--- src/rtl/line_pattern_loader_if.sv ---
// Write-side bus from line_pattern_loader to the line FIFO.
// master drives pixel data and write request, slave returns the full flag.
interface line_pattern_loader_if #(
  parameter int DATA_W = 8
) ();
  logic [DATA_W-1:0] oFIFO_DATA;
  logic              oFIFO_WREQ;
  logic              iFIFO_FULL;

  modport master (output oFIFO_DATA, output oFIFO_WREQ, input iFIFO_FULL);
  modport slave  (input oFIFO_DATA, input oFIFO_WREQ, output iFIFO_FULL);
endinterface

--- src/rtl/line_pattern_loader.sv ---
// Generates one line of a test pattern into the VGA line FIFO per load kick.
// Optional macro LINE_PATTERN_INVERT_EN adds iINVERT to complement the pattern.
module line_pattern_loader #(
  parameter int DATA_W      = 8,
  parameter int LINE_PIXELS = 1280,
  parameter int LINE_W      = 13,
  parameter int CNT_W       = 11
) (
  input  logic              iCLK,
  input  logic              iRST_N,
  input  logic              iLOAD_REQ,
  input  logic [LINE_W-1:0] iLOAD_VLINE,
  input  logic [1:0]        iMODE,
  input  logic [LINE_W-1:0] iBAND_START,
  input  logic [LINE_W-1:0] iBAND_LEN,
`ifdef LINE_PATTERN_INVERT_EN
  input  logic              iINVERT,
`endif
  line_pattern_loader_if.master fifo,
  output logic              oBUSY,
  output logic              oLINE_DONE,
  output logic              oOVERRUN
);

  typedef enum logic [1:0] {
    IDLE  = 2'd0,
    ARMED = 2'd1,
    LOAD  = 2'd2
  } state_t;

  localparam logic [CNT_W-1:0] LAST_PIX = CNT_W'(LINE_PIXELS - 1);

  state_t            state, state_nxt;
  logic              load_req_p1;
  logic              req_primed;
  logic              kick;
  logic              wreq;
  logic              last_pix;
  logic [CNT_W-1:0]  pix_cnt;
  logic [LINE_W-1:0] vline_lat, start_lat, len_lat;
  logic [1:0]        mode_lat;
  logic              invert_lat;
  logic [DATA_W-1:0] pix;

  // Band end is formed one bit wider so START+LEN never wraps back to zero.
  function automatic logic in_band(input logic [LINE_W:0] x,
                                   input logic [LINE_W:0] start,
                                   input logic [LINE_W:0] len);
    logic [LINE_W:0] band_end;
    band_end = start + len;
    return (x >= start) && (x < band_end);
  endfunction

  // req_primed masks the first cycle after reset so a held request is not a kick
  assign kick     = iLOAD_REQ && !load_req_p1 && req_primed;
  assign last_pix = (pix_cnt == LAST_PIX);

  always_comb begin
    state_nxt = state;
    wreq      = 1'b0;
    oBUSY     = 1'b0;
    case (state)
      IDLE:  if (kick) state_nxt = ARMED;
      ARMED: begin
        oBUSY = 1'b1;
        if (!iLOAD_REQ) state_nxt = LOAD;
      end
      LOAD: begin
        oBUSY = 1'b1;
        wreq  = !fifo.iFIFO_FULL;
        if (wreq && last_pix) state_nxt = IDLE;
      end
      default: state_nxt = IDLE;
    endcase
  end

  always_ff @(posedge iCLK or negedge iRST_N) begin
    if (!iRST_N) begin
      state       <= IDLE;
      load_req_p1 <= 1'b0;
      req_primed  <= 1'b0;
      pix_cnt     <= '0;
      vline_lat   <= '0;
      start_lat   <= '0;
      len_lat     <= '0;
      mode_lat    <= '0;
      invert_lat  <= 1'b0;
      oLINE_DONE  <= 1'b0;
      oOVERRUN    <= 1'b0;
    end else begin
      state       <= state_nxt;
      load_req_p1 <= iLOAD_REQ;
      req_primed  <= 1'b1;
      oLINE_DONE  <= (state == LOAD) && wreq && last_pix;
      if (kick && state != IDLE) oOVERRUN <= 1'b1;
      if (kick && state == IDLE) begin
        vline_lat <= iLOAD_VLINE;
        start_lat <= iBAND_START;
        len_lat   <= iBAND_LEN;
        mode_lat  <= iMODE;
`ifdef LINE_PATTERN_INVERT_EN
        invert_lat <= iINVERT;
`else
        invert_lat <= 1'b0;
`endif
      end
      if (state == ARMED) pix_cnt <= '0;
      else if (wreq)      pix_cnt <= pix_cnt + 1'b1;
    end
  end

  always_comb begin
    pix = '0;
    case (mode_lat)
      2'd0:    pix = {DATA_W{in_band({1'b0, vline_lat}, {1'b0, start_lat}, {1'b0, len_lat})}};
      2'd1:    pix = {DATA_W{in_band((LINE_W+1)'(pix_cnt), {1'b0, start_lat}, {1'b0, len_lat})}};
      2'd2:    pix = {DATA_W{vline_lat[5] ^ pix_cnt[5]}};
      default: pix = DATA_W'(pix_cnt);
    endcase
    if (invert_lat) pix = ~pix;
  end

  assign fifo.oFIFO_DATA = pix;
  assign fifo.oFIFO_WREQ = wreq;

endmodule

--- src/flat_wrapper.sv ---
// flat-port wrapper written by rule: the top's interface ports become plain ports
module line_pattern_loader_flat 
#(
  parameter int DATA_W      = 8,
  parameter int LINE_PIXELS = 1280,
  parameter int LINE_W      = 13,
  parameter int CNT_W       = 11
)
  (iCLK, iRST_N, iLOAD_REQ, iLOAD_VLINE, iMODE, iBAND_START, iBAND_LEN, oBUSY, oLINE_DONE, oOVERRUN, fifo_oFIFO_DATA, fifo_oFIFO_WREQ, fifo_iFIFO_FULL);
  line_pattern_loader_if #(.DATA_W(DATA_W)) fifo_i ();
  input  logic iCLK;
  input  logic iRST_N;
  input  logic iLOAD_REQ;
  input  logic [LINE_W-1:0] iLOAD_VLINE;
  input  logic [1:0] iMODE;
  input  logic [LINE_W-1:0] iBAND_START;
  input  logic [LINE_W-1:0] iBAND_LEN;
  output logic oBUSY;
  output logic oLINE_DONE;
  output logic oOVERRUN;
  output wire logic [$bits(fifo_i.oFIFO_DATA)-1:0] fifo_oFIFO_DATA;
  output wire logic [$bits(fifo_i.oFIFO_WREQ)-1:0] fifo_oFIFO_WREQ;
  input wire logic [$bits(fifo_i.iFIFO_FULL)-1:0] fifo_iFIFO_FULL;
  assign fifo_oFIFO_DATA = fifo_i.oFIFO_DATA;
  assign fifo_oFIFO_WREQ = fifo_i.oFIFO_WREQ;
  assign fifo_i.iFIFO_FULL = fifo_iFIFO_FULL;
  line_pattern_loader #(.DATA_W(DATA_W), .LINE_PIXELS(LINE_PIXELS), .LINE_W(LINE_W), .CNT_W(CNT_W)) u_core (.iCLK(iCLK), .iRST_N(iRST_N), .iLOAD_REQ(iLOAD_REQ), .iLOAD_VLINE(iLOAD_VLINE), .iMODE(iMODE), .iBAND_START(iBAND_START), .iBAND_LEN(iBAND_LEN), .fifo(fifo_i), .oBUSY(oBUSY), .oLINE_DONE(oLINE_DONE), .oOVERRUN(oOVERRUN));
endmodule
--- config.mk ---
export PLATFORM = sky130hd
export DESIGN_NAME = line_pattern_loader_flat
export DESIGN_NICKNAME = d
export VERILOG_FILES = /design/src/rtl/line_pattern_loader_if.sv /design/src/rtl/line_pattern_loader.sv /design/src/flat_wrapper.sv
export SDC_FILE = /design/constraint.sdc
export NUM_CORES = 1
export LEC_CHECK = 0
export CORE_AREA = 2 2 90 92
export DETAILED_ROUTE_END_ITERATION = 12
export DIE_AREA = 0 0 92 94
export PLACE_DENSITY = 0.79
export SYNTH_ARGS = -nofsm -noshare
export SYNTH_HDL_FRONTEND = slang
export SYNTH_SLANG_ARGS = --single-unit
export TNS_END_PERCENT = 30
--- constraint.sdc ---
create_clock -name iCLK -period 4.7 [get_ports iCLK]
set_input_delay 0.47 -clock iCLK [delete_from_list [all_inputs] [get_ports iCLK]]
set_output_delay 0.47 -clock iCLK [all_outputs]
set_load 0.01 [all_outputs]
==> summary.md <==
| Metric | Value |
|---|---|
| Vertical extent of the die | roughly 94 µm |
| GRT overflow | 0 |
| Power per Cell Area | between 800 and 900 mW/mm² |
| Area enclosed by the die boundary | 0.008648 mm² |
| Cell with the most instances after synthesis | ha_1 |
| Synth Net Count | 514 |
| Placed cell count | 559 |
| CTS Buf Count | 9 |
| Final Cycle Share | 0.9810 |
| Placement Cell Area | 0.004831 mm² |
| Post-Syn Area per Cell | 10.23 µm² |
| Most instantiated cells after synthesis | ha_1 (61), dfrtp_1 (58), mux2_2 (41) |
| IO buf count | 56 |
| I/O Pins | 57 |
| Post-route standard cell area excluding fillers | ~0.0053 mm² |
| EDFF count, synth | 0 |
| Crit path launch type | register |
| Aggregate global-route resource usage | 0.2377 |
| Number of buffers on the longest clock path | 2 |
| Number of global-route vias before repair | ~3400 |
| Endpoint arrival time on the critical path | 4140 ps |
| Path category of the worst min-delay check | in2async |
| Post-synth design cell area | 0.004164 mm² |
| Max FO, Critical Path | 6 |
| Clock latency on the worst-skew pair | 350 ps |
| Number of search-and-repair iterations in the first detailed-routing pass | 4 |
| Slowest stage cell, crit path | or4b_4 |
| Largest net degree at the start of global routing | 59 |
| Part of the Yosys area used for sequential elements | 0.3486 |
| Dpl hpwl | slightly above 7000 µm |
| Worst-margin pin slew | 714.9 ps |
| Worst setup EP type | output port |
| Top_reg_cell synth | dfrtp_1 |
| Delay-heaviest family, CP | compound AO/OA/AOI/OAI gates |
| Setup skew after layout | 9.875 ps |
| Share of final-layout standard cells stronger than drive strength 1 | 0.2124 |
| Result of the run | completed |
| Final worst setup slack | 89.38 ps |
| Worst path cell trace | ha_4 > fa_2 > a211oi_4 > or2_4 > nand2b_1 > a21oi_2 > xor2_2 > ha_2 > a21o_1 > a31oi_1 > a31oi_1 > or4b_4 > a41oi_4 > buf_6 > nand3_1 > clkdlybuf4s15_1 |
| Slowest cell delay on critical path | about 500 ps |
| Fin cells | about 590 |
| Number of buffers and inverters on the critical path | 2 |
| Largest voltage drop on the vdd net | 446.5 µV |
| Share of synthesized flip-flops with an asynchronous set or reset | 1.000 |
| Post-Route Utilization | 0.6951 |
| Relative slew margins | 0.5234 |
| Proportion of netlist area held by the largest area contributor | 0.3486 |
| Post-route setup TNS | 0 ps |
| Clock-pin transition on the worst setup and hold timing paths | 70 ps |
| Library cell appearing most often on the critical path | a31oi_1 |
| Total length of routed wires | 10140 µm |
| Final hold violation count | 0 |
| Area Overhead vs Synth | 26.98% |
| DR iter-0 viols | roughly 180 |
| Final layout net count | 587 |
| Critical setup path kind | reg2out |
| Number of routed nets with antenna violations | 0 |
| Drt drc | 0 |
| Routed length per instance | 17.28 µm |
| Initial Utilization | 0.5474 |
| Worst Hold Slack | 262.0 ps |
| Maximum capacitance violations | 0 |
| Number of antenna violations at the first check in global routing | 0 |
| Std-Cell Core Area | between 0.007 and 0.008 mm² |
| Row Count | 32 |
| Count of vias placed by the detailed router | 3442 |
| Static leakage | 2.424 nW |
| Pre-CTS WS | -63.78 ps |
| Max frequency | 0.2169 GHz |
| Final weighted congestion in routability-driven placement | between 0.8 and 0.9 |
| Filler instances | 574 |
| Setup Viol. Count Final | 0 |
| Leading cell types by total area after synthesis | dfrtp_1 (35%), ha_1 (18%), mux2_2 (11%) |
| Number of cells produced by synthesis | 407 |
| H-tree depth reported by CTS | 3 |
| Count of clock tree sinks | slightly below 60 |
| Largest area contributor in the netlist | dfrtp_1 |
| Number of synthesized register bits | 58 |
| Vias per Instance | 5.864 |
| Post-synthesis cell type count | 55 |
| Total number of yosys warnings | 0 |
| Clock tree from TritonCTS | built |
| Final total power | about 4.3 mW |
| Count of antenna diodes in the layout | 0 |
| Required time of the worst setup path | approximately 4200 ps |
| Wire length of the first global-routing pass | 16140 µm |
| Root buffer selected by CTS | clkbuf_8 |
| Width of the chip | 92 µm |
| Number of max-slew violations in the final report | 0 |
| Tmin final | 4611 ps |
==> sequential cells by signal, summed over array words and instances (netlist names), 2 cells and up <==
name              count
u_core.len_lat       13
u_core.mode_lat       2
u_core.pix_cnt       11
u_core.start_lat     13
u_core.state          2
u_core.vline_lat     13
==> metal layers <==
metal	vias to the layer above	GRT usage	routed length [µm]	part of all wire
li1	1655	-	-	-
met1	1646	0.2987	4339	0.43
met2	115	0.4118	5076	0.50
met3	26	0.04254	469	0.046
met4	0	0.08458	258	0.025
met5	-	0	0	0
==> power by group <==
| group | internal [mW] | total (mW) | switching (mW) | leakage (nW) |
|---|---|---|---|---|
| Clock | 0.311 | 0.512 | 0.201 | 0.109 |
| Sequential | 0.695 | 0.905 | 0.210 | 0.717 |
| Combinational | 1.39 | 2.90 | 1.50 | 1.60 |
==> kinds of logic after synthesis <==
kind of cell,after synthesis,synth area share
other,1,0.0009006
DFF,58,0.3486
and+or+nand+nor,100,0.1292
xor gates and xnor gates,18,0.03786
AOI/OAI and AO/OA,97,0.1557
adders and majority gates,62,0.1881
muxes,42,0.1133
buffers and inverters,29,0.02644
==> cell usage in the layout, fill, tap and decap left out, types with 5 or more instances in the layout <==
master / synthesis / final
inv_1: 21 / 21
nand2b_1: 6 / 6
xnor2_1: 6 / 6
and3_1: 5 / 5
nand2_1: 22 / 22
nor2_1: 19 / 19
a211oi_1: 9 / 7
buf_4: 0 / 12
mux2_2: 41 / 41
a21o_1: 7 / 7
ha_1: 61 / 52
nand3_1: 11 / 11
o21ai_0: 27 / 24
xor2_1: 12 / 11
clkdlybuf4s50_1: 0 / 47
ha_4: 0 / 7
clkbuf_8: 0 / 10
nand4_1: 10 / 10
a21oi_1: 20 / 18
dfrtp_1: 58 / 57
o21a_1: 5 / 5
==> cell type report <==
type                       instances  area, µm²  area share
sequential                        58       1453      0.2747
inverter                          21      78.83     0.01491
clock inverter                     5      77.57     0.01467
multi-input combinational        320       2761      0.5222
clock buffer                      11      141.4     0.02674
timing repair buffer              70      648.1      0.1226
tap                              102      127.6     0.02414
==> what timing repair did <==
action	4_1_cts	5_1_grt
setup endpoints to repair	8	8
resized for setup	16	30
pin swaps	5	13
setup buffers	3	9
hold buffers	0	0
==> path summary, 6_finish.rpt <==
kind                                     start  depth (start not counted)  slack [ps]                   to
max                        u_core.start_lat[0]                         16          90   fifo_oFIFO_DATA[0]
min                                     iRST_N                          2         260  u_core.start_lat[6]
max reg2reg                    u_core.state[0]                          6        2600    u_core.pix_cnt[9]
min reg2reg                    u_core.oOVERRUN                          1         480      u_core.oOVERRUN
max in group asynchronous               iRST_N                          2        3940  u_core.start_lat[1]
min in group iCLK              u_core.oOVERRUN                          1         480      u_core.oOVERRUN
No activity file was read; power rests on OpenSTA's default activity.
